<file path="src/rtl/td4_pkg.sv">
// Shared encodings for the TD4 clock-step controller: step-source modes
// and debounce FSM states.
package td4_pkg;

  localparam logic [1:0] MODE_SLOW   = 2'b00;
  localparam logic [1:0] MODE_FAST   = 2'b01;
  localparam logic [1:0] MODE_MANUAL = 2'b10;
  localparam logic [1:0] MODE_HALT   = 2'b11;

  typedef enum logic [1:0] {
    DB_IDLE      = 2'b00,
    DB_PRESS_CHK = 2'b01,
    DB_PRESSED   = 2'b10,
    DB_REL_CHK   = 2'b11
  } db_state_t;

  // Debounced level is high once a press is accepted and until the release
  // has been qualified.
  function automatic logic db_level(input db_state_t s);
    return (s == DB_PRESSED) || (s == DB_REL_CHK);
  endfunction

endpackage

</file>
<file path="src/rtl/td4_debounce.sv">
// Button conditioner: two-flop synchronizer followed by a press/release
// qualification FSM. Emits one press_evt per accepted press.
module td4_debounce
  import td4_pkg::*;
#(
  parameter int DB_CYCLES = 1000000
) (
  input  logic clk,
  input  logic clr,
  input  logic btn_raw,
  output logic btn_db,
  output logic press_evt
);

  localparam int CW = $clog2(DB_CYCLES + 1);
  // Counter value one short of DB_CYCLES: the sample that would bring the
  // count to DB_CYCLES is the one that completes qualification.
  localparam logic [CW-1:0] CNT_LAST = CW'(DB_CYCLES - 1);
  localparam logic [CW-1:0] CNT_ONE  = CW'(1);

  logic      sync_p0;
  logic      btn_s;
  db_state_t state;
  logic [CW-1:0] cnt;

  // Two-flop synchronizer for the asynchronous button input.
  always_ff @(posedge clk) begin
    if (clr) begin
      sync_p0 <= 1'b0;
      btn_s   <= 1'b0;
    end else begin
      sync_p0 <= btn_raw;
      btn_s   <= sync_p0;
    end
  end

  // Debounce FSM with registered btn_db and single-cycle press_evt.
  always_ff @(posedge clk) begin
    if (clr) begin
      state     <= DB_IDLE;
      cnt       <= '0;
      press_evt <= 1'b0;
      btn_db    <= 1'b0;
    end else begin
      press_evt <= 1'b0;
      btn_db    <= db_level(state);
      case (state)
        DB_IDLE: begin
          if (btn_s) begin
            state <= DB_PRESS_CHK;
            cnt   <= CNT_ONE;
          end
        end
        DB_PRESS_CHK: begin
          if (!btn_s) begin
            state <= DB_IDLE;
          end else if (cnt == CNT_LAST) begin
            state     <= DB_PRESSED;
            cnt       <= cnt + 1'b1;
            press_evt <= 1'b1;
            btn_db    <= 1'b1;
          end else begin
            cnt <= cnt + 1'b1;
          end
        end
        DB_PRESSED: begin
          if (!btn_s) begin
            state <= DB_REL_CHK;
            cnt   <= CNT_ONE;
          end
        end
        DB_REL_CHK: begin
          if (btn_s) begin
            state <= DB_PRESSED;
          end else if (cnt == CNT_LAST) begin
            state  <= DB_IDLE;
            cnt    <= cnt + 1'b1;
            btn_db <= 1'b0;
          end else begin
            cnt <= cnt + 1'b1;
          end
        end
        default: begin
          state <= DB_IDLE;
        end
      endcase
    end
  end

endmodule

</file>
<file path="src/rtl/td4_step_ctrl.sv">
// Clock-step controller for the TD4 core: picks the step source, drops any
// pulse that lands on a mode change, and issues one cpu_en per step event
// together with a wrap-around step count.
module td4_step_ctrl
  import td4_pkg::*;
#(
  parameter int DB_CYCLES = 1000000,
  parameter int CNT_W     = 8
) (
  input  logic             clk,
  input  logic             clr,
  input  logic             en_slow,
  input  logic             en_fast,
  input  logic [1:0]       mode,
  input  logic             btn_raw,
  output logic             cpu_en,
  output logic [CNT_W-1:0] step_cnt,
  output logic             btn_db
);

  logic [1:0] mode_q;
  logic       chg;
  logic       press_evt;
  logic       req_p0;
  logic       cpu_en_p1;

  td4_debounce #(
    .DB_CYCLES(DB_CYCLES)
  ) u_debounce (
    .clk      (clk),
    .clr      (clr),
    .btn_raw  (btn_raw),
    .btn_db   (btn_db),
    .press_evt(press_evt)
  );

  // Mode register; a difference against the live input marks a switch cycle.
  always_ff @(posedge clk) begin
    if (clr) begin
      mode_q <= MODE_SLOW;
    end else begin
      mode_q <= mode;
    end
  end

  assign chg = (mode != mode_q);

  // Source select from the registered mode; switch cycles are dropped.
  always_comb begin
    req_p0 = 1'b0;
    case (mode_q)
      MODE_SLOW:   req_p0 = en_slow;
      MODE_FAST:   req_p0 = en_fast;
      MODE_MANUAL: req_p0 = press_evt;
      MODE_HALT:   req_p0 = 1'b0;
      default:     req_p0 = 1'b0;
    endcase
    if (chg) begin
      req_p0 = 1'b0;
    end
  end

  // ---- stage p0 -> p1: registered clock-enable and step counter ----
  always_ff @(posedge clk) begin
    if (clr) begin
      cpu_en_p1 <= 1'b0;
      step_cnt  <= '0;
    end else begin
      cpu_en_p1 <= req_p0;
      if (cpu_en_p1) begin
        step_cnt <= step_cnt + 1'b1;
      end
    end
  end

  assign cpu_en = cpu_en_p1;

endmodule

</file>
<file path="config.mk">
export PLATFORM = sky130hd
export DESIGN_NAME = td4_step_ctrl
export DESIGN_NICKNAME = d
export VERILOG_FILES = /design/src/rtl/td4_pkg.sv /design/src/rtl/td4_debounce.sv /design/src/rtl/td4_step_ctrl.sv
export SDC_FILE = /design/constraint.sdc
export NUM_CORES = 1
export LEC_CHECK = 0
export BUFFER_PORTS_ARGS = -buffer_cell sky130_fd_sc_hd__buf_2
export CAP_MARGIN = 0
export CELL_PAD_IN_SITES_DETAIL_PLACEMENT = 0
export CELL_PAD_IN_SITES_GLOBAL_PLACEMENT = 1
export CORE_UTILIZATION = 39
export DETAILED_ROUTE_END_ITERATION = 6
export HOLD_SLACK_MARGIN = 0.15
export PLACE_DENSITY = 0.71
export SYNTH_ARGS = -nofsm -noshare
export SYNTH_HDL_FRONTEND = slang
export SYNTH_HIERARCHICAL = 1
export SYNTH_SLANG_ARGS = --single-unit
</file>
<file path="constraint.sdc">
create_clock -name clk -period 1.9 [get_ports clk]
set_input_delay 0.38 -clock clk [delete_from_list [all_inputs] [get_ports clk]]
set_output_delay 0.38 -clock clk [all_outputs]
set_load 0.01 [all_outputs]
</file>
# --- After elaboration in Yosys (flattened, before gate mapping) ---
# Index checks and enable logic that the tools add are counted.
word_totals:
  ff_bits: 37
  input_bits: 7
  output_inout_bits: 10
  elab_cells: 53
classes:
  add_sub_neg: 2
  eq_ne: 14
  muxes: 19
  n_bitwise: 2
  n_reduce_logical: 7
ops:
  columns: ["cell", "n"]
  rows:
  - ["$mux 20", 4]
  - ["$pmux 20 s4", 1]
  - ["$add 20x1->20 const B", 1]
  - ["$eq 20x20->1 const B", 1]
  - ["$mux 2", 6]
  - ["$add 8x1->8 const B", 1]
  - ["$eq 2x2->1 const B", 4]
  - ["$pmux 2 s4", 1]
  - ["$reduce_and 4->1", 2]
  - ["$mux 1", 5]
  - ["$eq 2x1->1 const B", 2]
  - ["$logic_not 2->1", 2]
  - ["$ne 2x1->1 const B", 2]
  - ["$ne 2x2->1 const B", 2]
  - ["$pmux 1 s4", 1]
  - ["$ne 3x2->1 const B", 1]
  - ["$ne 3x3->1 const B", 1]
  - ["$reduce_or 3->1", 1]
  - ["$ne 2x2->1", 1]
  - ["$not 1->1", 2]
  - ["$pmux 1 s2", 1]
  - ["$reduce_or 2->1", 1]
  - ["$logic_or 1x1->1", 1]

# --- Logic depth before layout (Yosys ltp) ---
# Gate-level depths: netlist (run 1).
depth:
  ltp_word: 5
  ltp_mapped: 6
  ltp_nobuf: 5

# --- Modules after synthesis ---
# The synthesis (run 1) kept the hierarchy.
by_module_without_submodules:
  columns: ["mod", "n_inst", "cells_per_inst", "area_each_um2"]
  rows:
  - ["td4_debounce", 1, 125, 1113.6]
  - ["td4_step_ctrl", 1, 46, 435.4]

# --- Worst setup path after synthesis (run 1) ---
# OpenSTA, ideal clock, no wires.
synth_path:
  path_kind: "register to register"
  startpoint: "register u_debounce.cnt[0]"
  endpoint: "register u_debounce.cnt[18]"
  setup_time_ns: 0.071
  arrival_time_ns: 1.908
  required_ns: 1.829
  slack_ns: -0.079
  stages_incl_launch_ff: 7
  period_less_slack_ns: 1.979
  path_cell_list: "dfxtp_1 > ha_1 > nand3_1 > or4_1 > buf_2 > or4_1 > a21oi_1"
synth_between:
  elab_chain_cells: 3
  word_cells_on_any_way: 4
  classes_between: "1 x add/sub; 3 x mux"
synth_rtl:
  columns: ["item", "line_no", "text"]
  rows:
  - ["start, declared", "td4_debounce.sv:24", "logic [CW-1:0] cnt;"]
  - ["start signal, assigned", "td4_debounce.sv:59", "cnt <= cnt + 1'b1;"]
  - ["start signal, assigned", "td4_debounce.sv:63", "cnt <= cnt + 1'b1;"]
  - ["start signal, assigned", "td4_debounce.sv:77", "cnt <= cnt + 1'b1;"]
  - ["$add 20x1->20 *", null, null]
  - ["$mux 20 (on tied branches)", "td4_debounce.sv:73, td4_debounce.sv:55", null]
  - ["$pmux 20 s4 *", "td4_debounce.sv:47", "case (state)"]
# Every way passes the cells marked *; elsewhere a longest branch is shown, timed or not. The select of a mux whose other input is x is not followed.
# A chain may end at the register's enable or synchronous reset.

# --- Worst setup path in the final report (run 1) ---
# Same ends and word-level chain as after synthesis.

==> metrics.md, run 1 <==
| Metric | Value |
|---|---|
| Number of hold violations in the final report | `0` |
| Cell with the largest stage delay on the worst path | `or4_4` |
| Maximum number of pins on one net before global-route repair | `19` |
| Synthesized-area fraction occupied by and/or/nand/nor cells | `0.2682` |
| Critical Setup Path Class | `flop to flop` |
| Largest cells by area after synthesis | `dfxtp_1 48%, xor2_1 5.1%, a21oi_1 4.5%, or3_1 4.0%, nor2_1 3.6%` |
| Die outline area | `roughly 4200 µm²` |
| Final critical delay including setup and external delays | `approximately 1.8 ns` |
| Power per unit of standard cell area | `approximately 820 nW/µm²` |
| Standard cell area after detailed placement | `around 1800 µm²` |
| Clock edge transition at the registers on the reported setup and hold paths | `roughly 0.070 ns` |
| Number of standard-cell rows in the floorplan | `22` |
| Sinks on the clock net | `37` |
| Net switching power of the design | `0.0003112 W` |
| CTS Hold Bufs | `0` |
| Max-cap violations | `0` |
| Starting density of the core | `0.4138` |
| Required time at the worst-slack endpoint | `roughly 2.1 ns` |
| Worst-Margin Slew | `about 0.31 ns` |
| RSZ-0062 raised after global routing | `no` |
| Leak | `about 0.69 nW` |
| HPWL Detailed | `2198 µm` |
| Reg area | `743.2 µm²` |
| Largest stage delay, worst path | `between 0.4 and 0.5 ns` |
| Leading area contributor after synthesis | `dfxtp_1` |
| Insertion delay to the later sink of the worst-skew pair | `0.28 ns` |
| Cells along the critical path | `ha_2 > nand3_2 > or4_4 > or4_1 > a21oi_1` |
| Syn Nets | `between 150 and 200` |
| WL final | `around 3100 µm` |
| Worst vdd ir | `between 0.6 and 0.7 mV` |
| Most common cell after layout, fill and taps aside | `dfxtp_1` |
| Area share of the largest cell type after synthesis | `0.4782` |
| Htree depth | `2` |
| Average detailed-routed wire length per instance | `12.26 µm` |
| Number of detailed-route iterations in the first pass | `4` |
| Final Max Tran Viols | `0` |
| FF-to-FF Start | `u_debounce/cnt[0]` |
| Path type of the worst min-delay path | `input port to flop` |
| Clk_skew | `around 0.006 ns` |
| Die Wd | `between 60 and 70 µm` |
| Post-route standard cell area excluding fillers | `around 1900 µm²` |
| Proportion of synthesized chip area in sequential cells | `0.4782` |
| Area inside the core boundary | `roughly 3700 µm²` |
| Endpoint class of the critical path | `flop` |
| Number of antenna violations at the first check in global routing | `0` |
| Synthesized-area fraction occupied by adder cells | `0.01616` |
| Fmax | `553.8 MHz` |
| Post-CTS setup buffer count | `0` |
| Distinct cell type count after synthesis | `33` |
| Post-cts sizing count | `1` |
| Layout Area Growth over Synthesis | `21.49%` |
| Switching share of power | `0.2019` |
| Mean cell area of the mapped netlist | `slightly above 9 µm²` |
| Number of buffers on the longest clock path | `2` |
| Port buffer count | `16` |
| Sum of overflow across all layers after global routing | `0` |
| Vertical die dimension | `around 65 µm` |
| Post-route insts no fill | `roughly 250` |
| Number of warnings issued by yosys | `6` |
| Outcome | `finished, final reports clean` |
| Start point of the critical path | `u_debounce/cnt[0]` |
| Power share of the clock group | `0.456` |
| Global-route total usage across every layer | `0.1681` |
| Number of flip-flops and latches in the synthesized netlist | `37` |
| Post-synth design cell area | `1549 µm²` |
| DRC violation total after the first TritonRoute iteration | `between 50 and 60` |
| Arrival time of the worst setup path | `2.03 ns` |
| Final count of negative-setup-slack endpoints | `0` |
| Area fraction in compound gates after synthesis | `0.1187` |
| Sequential Power Share | `0.513` |
| Share of layout cells above drive strength 1 | `0.1990` |
| Combinational family with the most area after synthesis | `simple AND/OR/NAND/NOR gates` |
| Mux cell area share after synthesis | `0.01939` |
| Combined area of the multi-input logic cells | `788.3 µm²` |
| Wire length of the first global-routing pass | `~5300 µm` |
| Post-synthesis share of cell area spent on xor and xnor gates | `0.07916` |
| Net total in the final layout | `approximately 210` |
| Clock tree from TritonCTS | `built` |
| Summed negative setup slack over all endpoints | `0 ns` |
| Synthesized instance count | `171` |
| Critical path destination | `u_debounce/cnt[18]` |
| Final Cycle Share | `0.9504` |
| Drt via density | `around 5.2` |
| Destination of the worst register-to-register timing path | `u_debounce/cnt[18]` |
| Remaining number of nets flagged by the antenna check after routing | `0` |
| Crit Path Max Fanout | `8` |
| Antenna Cells | `0` |
| Via count of the first global-routing pass | `approximately 1200` |
| Number of cells on the worst reg-to-reg path | `5` |
| Commonest non-fill, non-tap cells in the layout | `35 x dfxtp_1, 16 x buf_2, 15 x nor2_1` |
| Startpoint kind of the worst setup timing path | `flop` |
| Final estimated routing congestion in global placement | `roughly 0.73` |
| Remaining routing DRC violations | `0` |
| IO Pins | `17` |
| Setup slack of the most critical reg-to-reg path | `roughly 0.094 ns` |
| Number of placed cells counting well taps | `241` |
| Worst slew margin | `0.7904` |
| Cell Int Power | `0.001231 W` |
| Final-layout fill cell count | `386` |
| Buffer type at the clock tree root | `clkbuf_8` |
| Gate power share | `0.031` |
| Number of vias after detailed routing | `1303` |
| Inserted Clock Buffers | `5` |
[state kept, by name, indices dropped and copies added (netlist names), named ones only]
register and count:
step_cnt 8, u_debounce/cnt 20, u_debounce/press_evt 1, u_debounce/state 1, u_debounce/btn_s 1, mode_q 2, u_debounce/btn_db 1, u_debounce/sync_p0 1
cpu_en 1
[worst min-delay path by stage]
stage                             start                  to  cells after the start
finish                          btn_raw  u_debounce/sync_p0                      2
global route                    btn_raw  u_debounce/sync_p0                      2
CTS                             btn_raw  u_debounce/sync_p0                      2
detailed placement   u_debounce/sync_p0    u_debounce/btn_s                      1
global placement     u_debounce/sync_p0    u_debounce/btn_s                      1
floorplan           u_debounce/state[0]   u_debounce/cnt[0]                      1
[worst max-delay path: cells and delay by family (launching register included)]
family / cells / cell delay (ns)
AOI/OAI and AO/OA: 1 / 0.14
DFF: 1 / 0.36
and+or+nand+nor: 3 / 1.04
adders and majority gates: 1 / 0.20
[stage by stage]
stage | total power [W] | hold WS (ns) | util | setup slack, ns
4_1_cts | 0.001563 | 0.3162 | 0.5027 | 0.08482
3_3_place_gp | 0.0008545 | 0.4301 | 0.4696 | 0.08484
3_5_place_dp | 0.0008564 | 0.4343 | 0.4696 | 0.02475
6_report | 0.001542 | 0.3153 | 0.5027 | 0.09424
5_1_grt | 0.001606 | 0.3403 | 0.5027 | 0.003944
2_1_floorplan | 0.0008325 | 0.4056 | - | 0.04376
[cell type report]
| class | instances | area share |
|---|---|---|
| multi-input cells | 126 | 0.4189 |
| flip-flops and latches | 37 | 0.3949 |
| repair buffers | 26 | 0.08245 |
| clock buffers | 6 | 0.04388 |
| well taps | 48 | 0.03191 |
| clock inverters | 2 | 0.01995 |
| inverters | 4 | 0.007979 |
[synthesized netlist by cell type, drive strengths merged]
cell / instances
nor3b: 2
inv: 4
o21ai: 11
clkbuf: 2
nand4: 8
nor2: 15
or3: 10
a21oi: 14
nor2b: 4
and4: 3
o31ai: 3
a211oi: 1
a21o: 1
or2b: 1
mux2i: 3
nand2: 11
ha: 2
and2: 1
dfxtp: 37
nand3: 6
xnor2: 5
o21bai: 1
nand2b: 1
o21a: 1
xor2: 9
nor3: 4
a31oi: 1
nor4: 1
buf: 2
or4: 4
nand4b: 3
[per-layer routing]
metal | GRT usage | part of all wire | vias to the layer above
met2 | 0.2708 | 0.46 | 16
li1 | - | - | 672
met1 | 0.2011 | 0.50 | 611
met3 | 0.05810 | 0.030 | 4
met4 | 0.07337 | 0.010 | 0
met5 | 0 | 0 | -
[power by group through the flow]
stage                     Sequential, W  Clock, W  Combinational (W)
after global routing           0.000791  0.000761          0.0000541
final                          0.000790  0.000704          0.0000479
after global placement         0.000807         0          0.0000471
after detailed placement       0.000808         0          0.0000481
after floorplan                0.000807         0          0.0000251
after CTS                      0.000790  0.000724          0.0000486
[logic make-up (layout without fill, tap and decap cells)]
kind of cell | count (synthesis) | count (layout)
AND/OR/NAND/NOR | 74 | 74
multiplexers | 3 | 3
AO/OA/AOI/OAI | 33 | 33
adder cells (fa/ha/maj) | 2 | 2
buffers and inverters | 8 | 38
XOR/XNOR | 14 | 14
flip-flops | 37 | 37
Note: power is estimated with default switching activity, not from simulation.
==> run 2, diff against run 1 <==
- PLACE_DENSITY: 0.71 -> 0.72
- SYNTH_HIERARCHICAL: 1 -> unset
==> run 2 against run 1 <==
Highest routed layer unchanged. Clock skew shrank 0.0013 ns. Final area is essentially flat. Synthesized area grew 0.97%.
==> metrics.md, run 2 <==
| Metric | Value |
|---|---|
| Largest cells by area after synthesis | `dfxtp_1 47%, xor2_1 5.6%, nor2_1 4.8%, a21oi_1 4.5%, xnor2_1 3.4%` |
| Largest delay share family, worst path | `simple AND/OR/NAND/NOR gates` |
| Number of warnings issued by yosys | `0` |
| Sinks on the clock net | `37` |
| Required time at the worst-slack endpoint | `2.11 ns` |
| Leak | `roughly 0.71 nW` |
| Sum of overflow across all layers after global routing | `0` |
| Maximum number of pins on one net before global-route repair | `20` |
| Number of vias after detailed routing | `1354` |
| Area inside the core boundary | `approximately 3700 µm²` |
| Starting density of the core | `0.4178` |
| Leading area contributor after synthesis | `dfxtp_1` |
| Clock tree from TritonCTS | `built` |
| Crit path setup slack, layout | `~0.11 ns` |
| RSZ-0062 raised after global routing | `no` |
| Routed wire length on met3 | `about 130 µm` |
| Buffer and inverter count on the worst path | `0` |
| Worst-Margin Slew | `around 0.60 ns` |
| Remaining routing DRC violations | `0` |
| Commonest non-fill, non-tap cells in the layout | `36 x dfxtp_1, 20 x nor2_1, 16 x buf_2` |
| Final Cycle Share | `0.9433` |
| Number of buffers on the longest clock path | `2` |
| Via count of the first global-routing pass | `between 1000 and 1500` |
| Max-cap violations | `0` |
| Die Wd | `between 60 and 70 µm` |
| Final count of negative-setup-slack endpoints | `0` |
| Synthesized instance count | `between 150 and 200` |
| Number of antenna violations at the first check in global routing | `0` |
| Power per unit of standard cell area | `slightly above 700 nW/µm²` |
| Wire length of the first global-routing pass | `approximately 5700 µm` |
| Distinct cell type count after synthesis | `28` |
| Number of hold violations in the final report | `0` |
| Layout Area Growth over Synthesis | `20.24%` |
| Path type of the worst min-delay path | `input port to flop` |
| Register containing the most flip-flops in the final layout | `u_debounce.cnt` |
| Final-layout fill cell count | `~380` |
| Antenna Cells | `0` |
| Worst vdd ir | `approximately 0.40 mV` |
| Insertion delay to the later sink of the worst-skew pair | `0.28 ns` |
| Largest regs | `u_debounce.cnt (20), step_cnt (8), mode_q (2)` |
| WL final | `between 3000 and 4000 µm` |
| Port buffer count | `16` |
| Worst slew margin | `0.5970` |
| Clk_skew | `approximately 0.0047 ns` |
| Crit Path Max Fanout | `8` |
| Final critical delay including setup and external delays | `around 1.8 ns` |
| Summed negative setup slack over all endpoints | `0 ns` |
| Most instantiated library cell after synthesis | `dfxtp_1` |
| Final Max Tran Viols | `0` |
| Area share of the largest cell type after synthesis | `0.4736` |
| Buffer type at the clock tree root | `clkbuf_8` |
| Flip-flop cell with the highest count after synthesis | `dfxtp_1` |
| Fmax | `roughly 560 MHz` |
| Critical Setup Path Class | `flop to flop` |
| Remaining number of nets flagged by the antenna check after routing | `0` |
| Global-route total usage across every layer | `0.1733` |
| Inserted Clock Buffers | `5` |
| Endpoint class of the critical path | `flop` |
| Share of layout cells above drive strength 1 | `0.1991` |
| Die outline area | `4267 µm²` |
| Outcome | `finished, final reports clean` |
| Number of standard-cell rows in the floorplan | `22` |
| Share of async-settable or async-resettable flops after synthesis | `0` |
| HPWL Detailed | `2373 µm` |
| CTS Hold Bufs | `0` |
| Cells along the critical path | `nand4_1 > or4_4 > or4_1 > a21oi_1` |
| Largest stage delay, worst path | `0.60 ns` |
| Number of flip-flops and latches in the synthesized netlist | `37` |
| DR top layer | `met4` |
| Syn Nets | `~190` |
| Most common cell after layout, fill and taps aside | `dfxtp_1` |
| Number of flip-flops in the largest register | `20` |
| Startpoint kind of the worst setup timing path | `flop` |
| EDFF count, synth | `0` |
| Htree depth | `2` |
| Arrival time of the worst setup path | `2.01 ns` |
| Average detailed-routed wire length per instance | `12.37 µm` |
| DRC violation total after the first TritonRoute iteration | `53` |
| Clock edge transition at the registers on the reported setup and hold paths | `around 0.07 ns` |
| Final estimated routing congestion in global placement | `~0.86` |
| Number of detailed-route iterations in the first pass | `4` |
| Drt via density | `5.228` |
| Met2 wirelength from detailed routing | `around 1400 µm` |
| IO Pins | `17` |
| Mean cell area of the mapped netlist | `about 8.7 µm²` |
| Pre-CTS setup slack | `roughly 0.0084 ns` |
| Cell with the largest stage delay on the worst path | `or4_4` |
| Proportion of synthesized chip area in sequential cells | `0.4736` |
| Vertical die dimension | `roughly 65 µm` |
| Net total in the final layout | `between 200 and 250` |
| Most used standard cells in the synthesized netlist | `37 x dfxtp_1, 20 x nor2_1, 14 x a21oi_1` |
| Post-synth design cell area | `roughly 1600 µm²` |
| Metal-1 WL | `~1600 µm` |
[run 2: worst paths after layout]
path / start / end / slack, ns / depth (start not counted)
worst max-delay path: u_debounce.cnt[7] / u_debounce.cnt[19] / 0.11 / 4
worst min-delay path: btn_raw / u_debounce.sync_p0 / 0.31 / 2
worst max register to register: u_debounce.cnt[7] / u_debounce.cnt[19] / 0.11 / 4
worst min register to register: u_debounce.sync_p0 / u_debounce.btn_s / 0.45 / 1
[run 2: logic make-up after synthesis]
family                     count (synthesis)  share of synthesized area
AOI/OAI and AO/OA                         29                     0.1016
adders and majority gates                  2                    0.01600
muxes                                      1                   0.006400
and+or+nand+nor                           82                     0.2832
DFF                                       37                     0.4736
xor gates and xnor gates                  16                    0.08960
buffers and inverters                     12                    0.02960
[run 2: per-stage QoR]
step	power [W]	area (µm²)	std cells	util	hold slack (ns)
floorplan	0.0008332	1564	179	-	0.4138
global placement	0.0008565	1789	251	0.4779	0.4579
detailed placement	0.0008578	1789	251	0.4779	0.4402
CTS	0.001373	1879	259	0.5020	0.3102
global route	0.001424	1881	259	0.5023	0.2956
finish	0.001358	1881	259	0.5023	0.3104
[run 2: layer usage]
metal  GRT usage  vias to the layer above
li1            -                      693
met1      0.2289                      629
met2      0.2680                       30
met3     0.05729                        2
met4     0.04891                        0
met5           0                        -
[run 2: final cells by class]
type	instances	area (µm²)	share of cell area
tap	48	60.06	0.03194
sequential	37	742.0	0.3945
timing repair buffer	31	192.7	0.1025
clock inverter	2	10.01	0.005323
clock buffer	6	72.57	0.03859
inverter	5	18.77	0.009980
multi-input combinational	130	784.5	0.4172
[run 2: worst register-to-register path: stages, from the launching register on]
cell and delay, ns:
dfxtp_1 0.38, nand4_1 0.18, or4_4 0.60, or4_1 0.42, a21oi_1 0.15
[run 2: timing repair]
| item | 4_1_cts | 5_1_grt |
|---|---|---|
| buffers inserted | 0 | 0 |
| gates resized for setup | 2 | 1 |
| setup endpoints to repair | 1 | 4 |
| gates cloned | 0 | 0 |
| pin swaps | 0 | 1 |
[run 2: where the power goes]
group          internal [W]  leakage [nW]  switching [W]  total (W)
registers          0.000783         0.300     0.00000555   0.000788
clock network      0.000254        0.0450       0.000264   0.000518
logic             0.0000224         0.370      0.0000293  0.0000517
==> run 3, diff against run 2 <==
- CAP_MARGIN: 0 -> 20
- CORE_UTILIZATION: 39 -> 46
- PLACE_DENSITY: 0.72 -> 0.8
- SETUP_SLACK_MARGIN: unset -> 0.3
- clock period: 1.9 -> 2.15 ns (I/O delays scaled with it)
==> run 3 against run 2 <==
Final area is 1.5% higher. Clock skew is 0.0085 ns higher. Register-to-register slack better by 0.23 ns. First-iteration DRC count is 7.5% higher. Global-route usage is 2.5 points higher. Critical path type unchanged. Largest power group unchanged. Cell count is 3.5% lower. Worst hold slack better by 0.010 ns.
==> metrics.md, run 3 (synthesized netlist as in run 2, its figures left out) <==
| Metric | Value |
|---|---|
| Outcome | `finished, final reports clean` |
| WL final | `roughly 3400 µm` |
| Start point of the critical path | `u_debounce.cnt[0]` |
| Sinks on the clock net | `37` |
| Maximum number of pins on one net before global-route repair | `20` |
| Layout Area Growth over Synthesis | `22.00%` |
| Die outline area | `approximately 3600 µm²` |
| Worst slew margin | `0.5923` |
| Critical Setup Path Class | `flop to flop` |
| Starting density of the core | `0.5000` |
| CTS Hold Bufs | `0` |
| Largest regs | `u_debounce.cnt (20), step_cnt (8), mode_q (2)` |
| Routed wire length on met3 | `between 100 and 150 µm` |
| Sequential Power Share | `0.600` |
| Average detailed-routed wire length per instance | `about 14 µm` |
| Cell repeated most along the worst path | `or4_4` |
| Metal-1 WL | `1638 µm` |
| Power share of the clock group | `0.364` |
| Clock tree from TritonCTS | `built` |
| Final critical delay including setup and external delays | `around 1.8 ns` |
| Fraction of the core area covered by cells at the end of the flow | `0.6100` |
| Largest delay share family, worst path | `simple AND/OR/NAND/NOR gates` |
| Via count of the first global-routing pass | `approximately 1200` |
| Most common cell after layout, fill and taps aside | `dfxtp_1` |
| Switching share of power | `0.2282` |
| Destination of the worst register-to-register timing path | `u_debounce.cnt[17]` |
| Summed negative setup slack over all endpoints | `0 ns` |
| Final count of negative-setup-slack endpoints | `0` |
| Net switching power of the design | `0.0002653 W` |
| Buffer and inverter count on the worst path | `1` |
| Final Max Tran Viols | `0` |
| Commonest non-fill, non-tap cells in the layout | `28 x dfxtp_1, 20 x nor2_1, 16 x buf_2` |
| Die Wd | `a little over 60 µm` |
| Required time at the worst-slack endpoint | `approximately 2.4 ns` |
| Endpoint class of the critical path | `flop` |
| Leak | `around 0.69 nW` |
| Port buffer count | `16` |
| Drt via density | `around 5.5` |
| Worst-Margin Slew | `roughly 0.61 ns` |
| Number of vias after detailed routing | `around 1400` |
| Register containing the most flip-flops in the final layout | `u_debounce.cnt` |
| Area inside the core boundary | `between 3000 and 4000 µm²` |
| Wire length of the first global-routing pass | `approximately 5200 µm` |
| Remaining number of nets flagged by the antenna check after routing | `0` |
| Path type of the worst min-delay path | `input port to flop` |
| Crit Path Max Fanout | `6` |
| Insertion delay to the later sink of the worst-skew pair | `approximately 0.35 ns` |
| Startpoint kind of the worst setup timing path | `flop` |
| Cell with the largest stage delay on the worst path | `or4_4` |
| Number of cells on the worst reg-to-reg path | `5` |
| Number of cells on the critical path | `5` |
| Sum of overflow across all layers after global routing | `0` |
| Final Cycle Share | `0.8448` |
| Inserted Clock Buffers | `5` |
| Number of antenna violations at the first check in global routing | `0` |
| Global-route total usage across every layer | `0.1981` |
| HPWL Detailed | `about 2200 µm` |
| Power per unit of standard cell area | `roughly 600 nW/µm²` |
| Vertical die dimension | `between 60 and 70 µm` |
| DRC violation total after the first TritonRoute iteration | `57` |
| Net total in the final layout | `about 210` |
| Number of detailed-route iterations in the first pass | `6` |
| Met2 wirelength from detailed routing | `~1600 µm` |
| Remaining routing DRC violations | `0` |
| DR top layer | `met4` |
| Arrival time of the worst setup path | `between 2 and 2.5 ns` |
| Buffer type at the clock tree root | `clkbuf_4` |
| Gate power share | `0.036` |
| Number of flip-flops in the largest register | `20` |
| Clk_skew | `around 0.013 ns` |
| Number of standard-cell rows in the floorplan | `20` |
| IO Pins | `17` |
| Cells along the critical path | `buf_4 > nand4_1 > or4_4 > or4_4 > a21oi_2` |
| Number of buffers on the longest clock path | `2` |
| Clock edge transition at the registers on the reported setup and hold paths | `between 0.1 and 0.15 ns` |
| Critical path destination | `u_debounce.cnt[17]` |
| Share of layout cells above drive strength 1 | `0.2670` |
| Final estimated routing congestion in global placement | `a little under 0.8` |
| Fmax | `550.6 MHz` |
| Setup slack of the most critical reg-to-reg path | `between 0.3 and 0.4 ns` |
| Largest stage delay, worst path | `just under 0.6 ns` |
| Worst vdd ir | `between 0.4 and 0.5 mV` |
| Htree depth | `2` |
| Cell Int Power | `0.0008973 W` |
| FF-to-FF Start | `u_debounce.cnt[0]` |
| Antenna Cells | `0` |
| RSZ-0062 raised after global routing | `yes` |
| Max-cap violations | `0` |
| Number of hold violations in the final report | `0` |
[run 3: cell count changes in the layout (fill, tap and decap cells not counted), moves of 2 or more]
cell / previous run / this run
a21oi_1: 14 / 12
a21oi_2: 0 / 2
buf_4: 15 / 9
clkbuf_4: 0 / 5
clkbuf_8: 5 / 2
dfxtp_1: 36 / 28
dfxtp_2: 1 / 7
dfxtp_4: 0 / 2
or4_1: 4 / 2
or4_4: 2 / 4
[run 3: layout make-up]
cell class                 instances  area, µm²
inverter                           5      18.77
multi-input combinational        130      854.6
tap                               44      55.05
fill                             294       1220
sequential                        37      757.0
clock inverter                     1      5.005
clock buffer                       7      65.06
timing repair buffer              26      152.6
[run 3: through the flow]
step	instance area (µm²)	cells	power [W]	setup slack, ns	hold WS (ns)
after floorplan	1575	179	0.0007366	0.3158	0.4138
after global routing	1908	250	0.001215	0.2045	0.3104
after detailed placement	1697	234	0.0007515	0.1863	0.4553
after CTS	1783	242	0.001171	0.3108	0.3048
final	1908	250	0.001163	0.3338	0.3203
after global placement	1697	234	0.0007504	0.2539	0.4604
[run 3: routing by layer]
layer / track usage / up-vias
li1: - / 685
met1: 0.2672 / 655
met2: 0.2889 / 30
met3: 0.05844 / 4
met4: 0.09302 / 0
met5: 0 / -
[run 3: how the worst min path moves through the flow]
stage	start	slack (ns)	depth (start not counted)	to
2_1_floorplan	u_debounce.sync_p0	0.41	1	u_debounce.btn_s
3_3_place_gp	u_debounce.sync_p0	0.46	1	u_debounce.btn_s
3_5_place_dp	u_debounce.sync_p0	0.46	1	u_debounce.btn_s
4_1_cts	mode[0]	0.30	2	mode_q[0]
5_1_grt	mode[1]	0.31	2	mode_q[1]
6_report	mode[0]	0.32	2	mode_q[0]
[run 3: what timing repair did]
action / in CTS / in global routing
endpoints found under the setup margin: 8 / 9
pin swaps: 1 / 7
setup buffers: 0 / 8
gates resized for setup: 4 / 17
[run 3: power by group through the flow]
stage	clock network (W)	registers (W)	logic [W]
CTS	0.000434	0.000699	0.0000381
detailed placement	0	0.000714	0.0000373
finish	0.000423	0.000698	0.0000418
global placement	0	0.000714	0.0000367
floorplan	0	0.000713	0.0000240
global route	0.000469	0.000699	0.0000464
